`src/rtl/joy_serial_pkg.sv`:
```
// -----------------------------------------------------------------------------
// joy_serial_pkg
// Shared definitions for the serial arcade joystick receiver:
//   - state_t      : frame sequencer states
//   - MAX_PLAYERS  : largest supported player chain
//   - MAX_BITS     : largest supported word per player
//   - MATCH_W/MAX  : width and saturation value of the debounce match counter
//   - frame_ticks(): protocol ticks taken by one complete frame
// No ports (package).
// -----------------------------------------------------------------------------
package joy_serial_pkg;

    typedef enum logic [2:0] {
        IDLE   = 3'd0,
        LOAD   = 3'd1,
        CLK_LO = 3'd2,
        CLK_HI = 3'd3,
        GAP    = 3'd4
    } state_t;

    localparam int MAX_PLAYERS = 4;
    localparam int MAX_BITS    = 16;

    localparam int                 MATCH_W   = 3;
    localparam logic [MATCH_W-1:0] MATCH_MAX = 3'b111;

    // One LOAD tick, a low and a high tick per bit, then one GAP tick.
    function automatic int frame_ticks(input int players, input int bits);
        return 2 * players * bits + 2;
    endfunction

endpackage

```
`src/rtl/joy_serial_rx_if.sv`:
```
// -----------------------------------------------------------------------------
// joy_serial_rx_if
// Bundles the adapter link and the core-facing button outputs of the receiver.
//   enable   : run frames while high (core -> receiver)
//   joy_data : serial data from the adapter (adapter -> receiver)
//   joy_clk  : shift clock to the adapter (receiver -> adapter)
//   joy_load : active-low latch strobe to the adapter (receiver -> adapter)
//   joystick : committed active-high buttons, W bits (receiver -> core)
//   valid    : one-cycle pulse per commit (receiver -> core)
//   busy     : high while a frame is in progress (receiver -> core)
// master = receiver side, slave = core/adapter side.
// -----------------------------------------------------------------------------
interface joy_serial_rx_if #(
    parameter int W = 24
);
    logic         enable;
    logic         joy_data;
    logic         joy_clk;
    logic         joy_load;
    logic [W-1:0] joystick;
    logic         valid;
    logic         busy;

    modport master (
        input  enable,
        input  joy_data,
        output joy_clk,
        output joy_load,
        output joystick,
        output valid,
        output busy
    );

    modport slave (
        output enable,
        output joy_data,
        input  joy_clk,
        input  joy_load,
        input  joystick,
        input  valid,
        input  busy
    );
endinterface

```
`src/rtl/joy_serial_debounce.sv`:
```
// -----------------------------------------------------------------------------
// joy_serial_debounce
// Holds a candidate frame and counts how many consecutive frames matched it.
// Once the count reaches DEBOUNCE the candidate is committed to joystick and
// valid pulses; this repeats on every further matching frame.
//   clk, reset : system clock, synchronous active-high reset
//   frame      : completed frame word (W bits, already active-high)
//   frame_done : one-cycle strobe marking frame as complete
//   joystick   : committed word (registered)
//   valid      : one-cycle commit pulse (registered)
// -----------------------------------------------------------------------------
module joy_serial_debounce
    import joy_serial_pkg::*;
#(
    parameter int W        = 24,
    parameter int DEBOUNCE = 2
) (
    input  logic         clk,
    input  logic         reset,
    input  logic [W-1:0] frame,
    input  logic         frame_done,
    output logic [W-1:0] joystick,
    output logic         valid
);

    logic [W-1:0]       cand_r;
    logic [MATCH_W-1:0] match_r;
    logic [W-1:0]       joystick_r;
    logic               valid_r;
    logic [MATCH_W-1:0] match_nxt_s;
    logic               commit_s;

    // Next match count and commit decision for the frame currently offered.
    always_comb begin
        match_nxt_s = match_r;
        commit_s    = 1'b0;
        if (frame == cand_r) begin
            if (match_r == MATCH_MAX) begin
                match_nxt_s = MATCH_MAX;
            end else begin
                match_nxt_s = match_r + 3'd1;
            end
        end else begin
            match_nxt_s = 3'd1;
        end
        // Greater-or-equal so a saturated run keeps committing every frame.
        commit_s = (match_nxt_s >= MATCH_W'(DEBOUNCE));
    end

    // Candidate, match counter and committed outputs, updated once per frame.
    always_ff @(posedge clk) begin
        if (reset) begin
            cand_r     <= {W{1'b0}};
            match_r    <= 3'd0;
            joystick_r <= {W{1'b0}};
            valid_r    <= 1'b0;
        end else begin
            valid_r <= 1'b0;
            if (frame_done) begin
                cand_r  <= frame;
                match_r <= match_nxt_s;
                if (commit_s) begin
                    // Candidate after this update equals frame.
                    joystick_r <= frame;
                    valid_r    <= 1'b1;
                end
            end
        end
    end

    assign joystick = joystick_r;
    assign valid    = valid_r;

endmodule

```
`src/rtl/joy_serial_rx.sv`:
```
// -----------------------------------------------------------------------------
// joy_serial_rx
// Serial (PISO shift-register) arcade joystick receiver for PLAYERS players of
// BITS buttons each. A free-running prescaler produces a protocol tick every
// CLK_DIV clocks; the frame sequencer pulses joy_load, clocks 2*N half-periods
// on joy_clk while sampling joy_data, then hands the frame to the debouncer.
//   clk   : system clock
//   reset : synchronous, active-high; aborts any frame in progress
//   bus   : joy_serial_rx_if.master (enable, joy_data in; joy_clk, joy_load,
//           joystick, valid, busy out). Player p is joystick[p*BITS +: BITS].
// -----------------------------------------------------------------------------
module joy_serial_rx
    import joy_serial_pkg::*;
#(
    parameter int PLAYERS         = 2,
    parameter int BITS            = 12,
    parameter int CLK_DIV         = 4,
    parameter int DATA_ACTIVE_LOW = 1,
    parameter int DEBOUNCE        = 2
) (
    input  logic            clk,
    input  logic            reset,
    joy_serial_rx_if.master bus
);

    localparam int   N     = PLAYERS * BITS;
    localparam int   CNT_W = (N > 1) ? $clog2(N) : 1;
    localparam int   PRE_W = $clog2(CLK_DIV);
    localparam logic POL   = (DATA_ACTIVE_LOW != 0) ? 1'b1 : 1'b0;

    logic [PRE_W-1:0] presc_r;
    logic             tick_s;
    state_t           state_r;
    logic [CNT_W-1:0] bitcnt_r;
    logic [N-1:0]     shift_r;
    logic             joy_clk_r;
    logic             joy_load_r;
    logic             busy_r;
    logic             frame_done_s;
    logic [N-1:0]     joystick_s;
    logic             valid_s;

    assign tick_s       = (presc_r == PRE_W'(CLK_DIV - 1));
    assign frame_done_s = tick_s && (state_r == GAP);

    // Prescaler: free-running 0..CLK_DIV-1, tick on the last count.
    always_ff @(posedge clk) begin
        if (reset) begin
            presc_r <= {PRE_W{1'b0}};
        end else if (tick_s) begin
            presc_r <= {PRE_W{1'b0}};
        end else begin
            presc_r <= presc_r + PRE_W'(1);
        end
    end

    // Frame sequencer with registered strobes; advances only on tick.
    always_ff @(posedge clk) begin
        if (reset) begin
            state_r    <= IDLE;
            bitcnt_r   <= {CNT_W{1'b0}};
            shift_r    <= {N{1'b0}};
            joy_clk_r  <= 1'b1;
            joy_load_r <= 1'b1;
            busy_r     <= 1'b0;
        end else if (tick_s) begin
            case (state_r)
                IDLE: begin
                    if (bus.enable) begin
                        state_r    <= LOAD;
                        joy_load_r <= 1'b0;
                        busy_r     <= 1'b1;
                    end else begin
                        state_r    <= IDLE;
                        joy_load_r <= 1'b1;
                        joy_clk_r  <= 1'b1;
                        busy_r     <= 1'b0;
                    end
                end
                LOAD: begin
                    bitcnt_r   <= {CNT_W{1'b0}};
                    joy_load_r <= 1'b1;
                    joy_clk_r  <= 1'b0;
                    state_r    <= CLK_LO;
                end
                CLK_LO: begin
                    // Sample at the end of the low phase, before the rising
                    // edge shifts the adapter to its next bit.
                    shift_r[bitcnt_r] <= bus.joy_data ^ POL;
                    joy_clk_r         <= 1'b1;
                    state_r           <= CLK_HI;
                end
                CLK_HI: begin
                    if (bitcnt_r == CNT_W'(N - 1)) begin
                        state_r <= GAP;
                    end else begin
                        bitcnt_r  <= bitcnt_r + CNT_W'(1);
                        joy_clk_r <= 1'b0;
                        state_r   <= CLK_LO;
                    end
                end
                GAP: begin
                    // Debouncer consumes shift_r on this tick via frame_done_s.
                    if (bus.enable) begin
                        state_r    <= LOAD;
                        joy_load_r <= 1'b0;
                    end else begin
                        state_r <= IDLE;
                        busy_r  <= 1'b0;
                    end
                end
                default: begin
                    state_r    <= IDLE;
                    joy_clk_r  <= 1'b1;
                    joy_load_r <= 1'b1;
                    busy_r     <= 1'b0;
                end
            endcase
        end
    end

    joy_serial_debounce #(
        .W        (N),
        .DEBOUNCE (DEBOUNCE)
    ) u_debounce (
        .clk        (clk),
        .reset      (reset),
        .frame      (shift_r),
        .frame_done (frame_done_s),
        .joystick   (joystick_s),
        .valid      (valid_s)
    );

    assign bus.joy_clk  = joy_clk_r;
    assign bus.joy_load = joy_load_r;
    assign bus.busy     = busy_r;
    assign bus.joystick = joystick_s;
    assign bus.valid    = valid_s;

endmodule

```
`src/flat_wrapper.sv`:
```
// flat-port wrapper written by rule: the top's interface ports become plain ports
module joy_serial_rx_flat import joy_serial_pkg::*;
#(
    parameter int PLAYERS         = 2,
    parameter int BITS            = 12,
    parameter int CLK_DIV         = 4,
    parameter int DATA_ACTIVE_LOW = 1,
    parameter int DEBOUNCE        = 2
)
  (clk, reset, bus_enable, bus_joy_data, bus_joy_clk, bus_joy_load, bus_joystick, bus_valid, bus_busy);
  joy_serial_rx_if #(.W(24)) bus_i ();
  input  logic clk;
  input  logic reset;
  input wire logic [$bits(bus_i.enable)-1:0] bus_enable;
  input wire logic [$bits(bus_i.joy_data)-1:0] bus_joy_data;
  output wire logic [$bits(bus_i.joy_clk)-1:0] bus_joy_clk;
  output wire logic [$bits(bus_i.joy_load)-1:0] bus_joy_load;
  output wire logic [$bits(bus_i.joystick)-1:0] bus_joystick;
  output wire logic [$bits(bus_i.valid)-1:0] bus_valid;
  output wire logic [$bits(bus_i.busy)-1:0] bus_busy;
  assign bus_i.enable = bus_enable;
  assign bus_i.joy_data = bus_joy_data;
  assign bus_joy_clk = bus_i.joy_clk;
  assign bus_joy_load = bus_i.joy_load;
  assign bus_joystick = bus_i.joystick;
  assign bus_valid = bus_i.valid;
  assign bus_busy = bus_i.busy;
  joy_serial_rx #(.PLAYERS(PLAYERS), .BITS(BITS), .CLK_DIV(CLK_DIV), .DATA_ACTIVE_LOW(DATA_ACTIVE_LOW), .DEBOUNCE(DEBOUNCE)) u_core (.clk(clk), .reset(reset), .bus(bus_i));
endmodule
```
`config.mk`:
```
export PLATFORM = sky130hd
export DESIGN_NAME = joy_serial_rx_flat
export DESIGN_NICKNAME = d
export VERILOG_FILES = /design/src/rtl/joy_serial_pkg.sv /design/src/rtl/joy_serial_rx_if.sv /design/src/rtl/joy_serial_debounce.sv /design/src/rtl/joy_serial_rx.sv /design/src/flat_wrapper.sv
export SDC_FILE = /design/constraint.sdc
export NUM_CORES = 1
export LEC_CHECK = 0
export ABC_AREA = 1
export CAP_MARGIN = 20
export CORE_UTILIZATION = 30
export DETAILED_ROUTE_END_ITERATION = 6
export PLACE_DENSITY = 0.54
export SYNTH_ARGS = -nofsm -noshare
export SYNTH_HDL_FRONTEND = slang
export SYNTH_SLANG_ARGS = --single-unit
```
`constraint.sdc`:
```
create_clock -name clk -period 1.4 [get_ports clk]
set_input_delay 0.28 -clock clk [delete_from_list [all_inputs] [get_ports clk]]
set_output_delay 0.28 -clock clk [all_outputs]
set_load 0.03 [all_outputs]
```
==> summary.md <==
For the worst setup path, the data arrival time is 1.88 ns. In this run, the number of DRC markers left after iteration 0 of detailed routing was 243. The first global-routing pass estimated 19.3 mm of wire. The average routed wire per standard cell came out at 13.4 um. Slack of the critical path: -0.231 ns. Setup repair after global routing could not meet its margin everywhere. Share of the cycle needed by the critical path after routing: 116%.

Layout cell share with drive strength beyond 1: 43.9%. The number of pins exceeding their max-slew limit in the final report was 0; the clock-pin slew reported for the worst setup and hold paths after clock tree synthesis was 0.07 ns. In the synthesized netlist, the cells that appear most often are 125 x sky130_fd_sc_hd__nand2_1, 93 x sky130_fd_sc_hd__nor2_1, 89 x sky130_fd_sc_hd__dfxtp_1.

The path class of the tightest hold or removal check is register to register. Number of diodes added for antenna fixing: 0. The logs give 4250 um^2 for the combined area of all synthesized cells and 30.6% for the initial core utilization.

For the final database, setup skew stands at 0.00807 ns. Total power for the finished layout comes to 5390 uW. For the number of failing hold endpoints at the final stage, the log shows 0. The number of sinks handled by clock tree synthesis was 89. The leakage power is 0.00279 uW, and the number of nets in the finished design is 759. The largest voltage drop on the vdd net is 0.945 mV, and the total of fill cells in the finished design is 1323. Worst hold path endpoint: u_core.u_debounce.joystick[13]. Entering global routing, the biggest net connects 68 pins.

The number of placement rows was 43. The final reports fail on negative setup slack. The number of warnings printed during yosys synthesis is 0. Maximum operating frequency: 613 MHz. The post-detailed-route via-to-cell ratio is 4.68. The routability congestion estimate is 0.825, and the number of standard cells after synthesis is 602. In this run the horizontal extent of the chip is 121 um. The run finished, with violations left.

Summed over all layers, the routed wires come to 12.5 mm. The source of the worst hold timing path is u_core.u_debounce.joystick[13]. STA classifies the critical path endpoint as a register. Setup violations remaining at the end of the flow were counted as 39. For this block, the via count after detailed routing is 4370. Die footprint: 14700 um^2. The tools report the number of global-route vias before repair as 4087. The worst register-to-register path begins at u_core.shift_r[2]. Dominant register cell in the synthesized netlist: sky130_fd_sc_hd__dfxtp_1. Hold is met by 0.464 ns. The tools report the number of distinct library cells after synthesis as 35. Setup total negative slack on the finished layout was measured at -5.00 ns. The total global routing track utilization came out at 17.0%. Summed over all instances, the cell type with the most area after synthesis is sky130_fd_sc_hd__dfxtp_1. The worst hold path passes through 2 cells. The tools report the number of placed I/O pins as 32. The worst-case reg-to-reg path depth came out at 10. The cell chosen for the clock root is sky130_fd_sc_hd__clkbuf_16.

In this run the worst path has a maximum fanout of 6. The largest buffer count on any clock path came out at 2. sky130_fd_sc_hd__nand2_1 is the most common cell in the netlist. The number of buffer cells added on primary ports is 31. For the relative slew slack, the log shows 79.3%.

For the maximum level of the CTS H-tree, the log shows 3. The async set-or-reset flop fraction in the synthesized netlist was 0%; the number of antenna violations at the first check in global routing was 0. TritonCTS built the clock tree. In this run the critical register-to-register path is captured at u_core.u_debounce.joystick[0]. For the number of maximum-capacitance violations, the log shows 0. The sequential-to-total area share from yosys stat is 41.9%. Clock tree synthesis inserted a total of 9 buffers. The synthesized netlist net count was 612. At the pin with the least slew margin, the transition time is 0.312 ns.

The kind of critical path is register to register. The tools report the DRC violation count after routing as 0. The total core area was 13900 um^2; the die extent in y was 121 um. Summed over all layers, the global routing overflow is 0. The tools report the final antenna-violating net count as 0. Summed over all nets, the half-perimeter wirelength after detailed placement is 7.99 mm. STA puts the critical path data required time at 1.65 ns.

The number of storage elements in the synthesis netlist was 89; the layout overhead on the synthesized area was 58.7%. The final cell utilization of the core is 48.6%. STA classifies the critical path startpoint as a register. In this run the mean area of a mapped cell was 7.07 um^2.

By area the synthesized netlist is led by sky130_fd_sc_hd__dfxtp_1 42%, sky130_fd_sc_hd__nand2_1 11%, sky130_fd_sc_hd__nor2_1 8.2%. The number of enable-type register cells in the synthesized netlist is 0, and the detailed-routing iteration count for the pre-antenna-repair pass is 4. The run gives 0.35 ns as the source-to-sink clock delay at the later pin of the worst-skew pair. The top cell type by area accounts for 41.9% of the synthesized area. For this design the ratio of total power to cell area is 798 nW/um^2.

The worst register-to-register path has a setup slack of -0.23 ns. The post-route minimum period works out to 1.63 ns.
[per-stage QoR]
step / worst slack [ns] / std cells / area, um^2
floorplan: -0.0827 / 602 / 4280
global placement: -0.195 / 886 / 5510
detailed placement: -0.214 / 886 / 5510
CTS: -0.150 / 913 / 6020
global route: -0.326 / 934 / 6750
finish: -0.231 / 934 / 6750
[sequential cells by signal (all words and copies together), names as in the netlist]
name and count:
u_core.bus.joy_load 1, u_core.shift_r 24, u_core.state_r 3, u_core.bitcnt_r 5
u_core.bus.busy 1, u_core.u_debounce.match_r 3, u_core.u_debounce.valid 1, u_core.bus.joy_clk 1
u_core.presc_r 2, u_core.u_debounce.cand_r 24, u_core.u_debounce.joystick 24
[per-layer routing]
metal	track usage [%]	vias to the layer above	wire, um
met5	0	-	0
met4	4.24	0	257
met3	4.89	17	416
met2	28.6	65	6250
li1	-	2259	-
met1	21.2	2029	5600
[report_power, final]
group	switching (uW)	leakage [uW]	internal (uW)
Sequential	17.5	0.000740	2540
Combinational	246	0.00191	199
Clock	1030	0.000138	1350
Total	1290	0.00279	4100
[what timing repair did]
item | in CTS | in global routing
hold buffers | 0 | 0
setup buffers | 9 | 17
pin swaps | 5 | 37
gates cloned | 2 | 6
gates resized for setup | 97 | 172
setup endpoints to repair | 84 | 94
[layout make-up]
type                       count  area (um^2)  area share, %
multi-input combinational    411         2610           38.7
sequential                    89         1850           27.4
timing repair buffer         163         1480           22.0
inverter                      75          290           4.30
clock buffer                  13          270           4.00
tap                          180          225           3.34
clock inverter                 3         23.8          0.352
[cell usage in the layout, fill, tap and decap left out, drive strengths merged, types with 14 or more instances in the layout]
| master | n |
|---|---|
| a21oi | 58 |
| buf | 128 |
| clkbuf | 19 |
| clkdlybuf4s15 | 14 |
| dfxtp | 89 |
| inv | 72 |
| nand2 | 125 |
| nor2 | 101 |
| o2111ai | 24 |
| o21ai | 51 |
[cells by family after synthesis]
kind of cell | synth area share (%)
simple gates | 23.8
fa+ha+maj | 1.76
buf+inv | 9.76
compound gates | 20.5
flops | 41.9
xor+xnor | 2.26
[critical path, stage by stage, from the launching register on]
cell                        delay, ns
sky130_fd_sc_hd__dfxtp_4         0.36
sky130_fd_sc_hd__buf_6           0.12
sky130_fd_sc_hd__xnor2_4         0.13
sky130_fd_sc_hd__nand2_2         0.07
sky130_fd_sc_hd__nor2_2          0.11
sky130_fd_sc_hd__nand2_2         0.08
sky130_fd_sc_hd__nor2_4          0.21
sky130_fd_sc_hd__clkbuf_16       0.21
sky130_fd_sc_hd__o2111ai_1       0.11
sky130_fd_sc_hd__nand2_1         0.08
sky130_fd_sc_hd__nor2_1          0.04
[worst max-delay path by stage]
stage	startpoint	endpoint	slack (ns)	cells after the start
detailed placement	u_core.shift_r[2]	u_core.u_debounce.joystick[6]	-0.21	11
finish	u_core.shift_r[2]	u_core.u_debounce.joystick[0]	-0.23	10
floorplan	u_core.presc_r[1]	u_core.u_debounce.joystick[10]	-0.08	9
global placement	u_core.shift_r[2]	u_core.u_debounce.joystick[1]	-0.20	11
global route	u_core.shift_r[2]	u_core.u_debounce.joystick[4]	-0.33	10
CTS	u_core.shift_r[11]	u_core.u_debounce.joystick[6]	-0.15	12
Note: power is estimated with default switching activity, not from simulation.
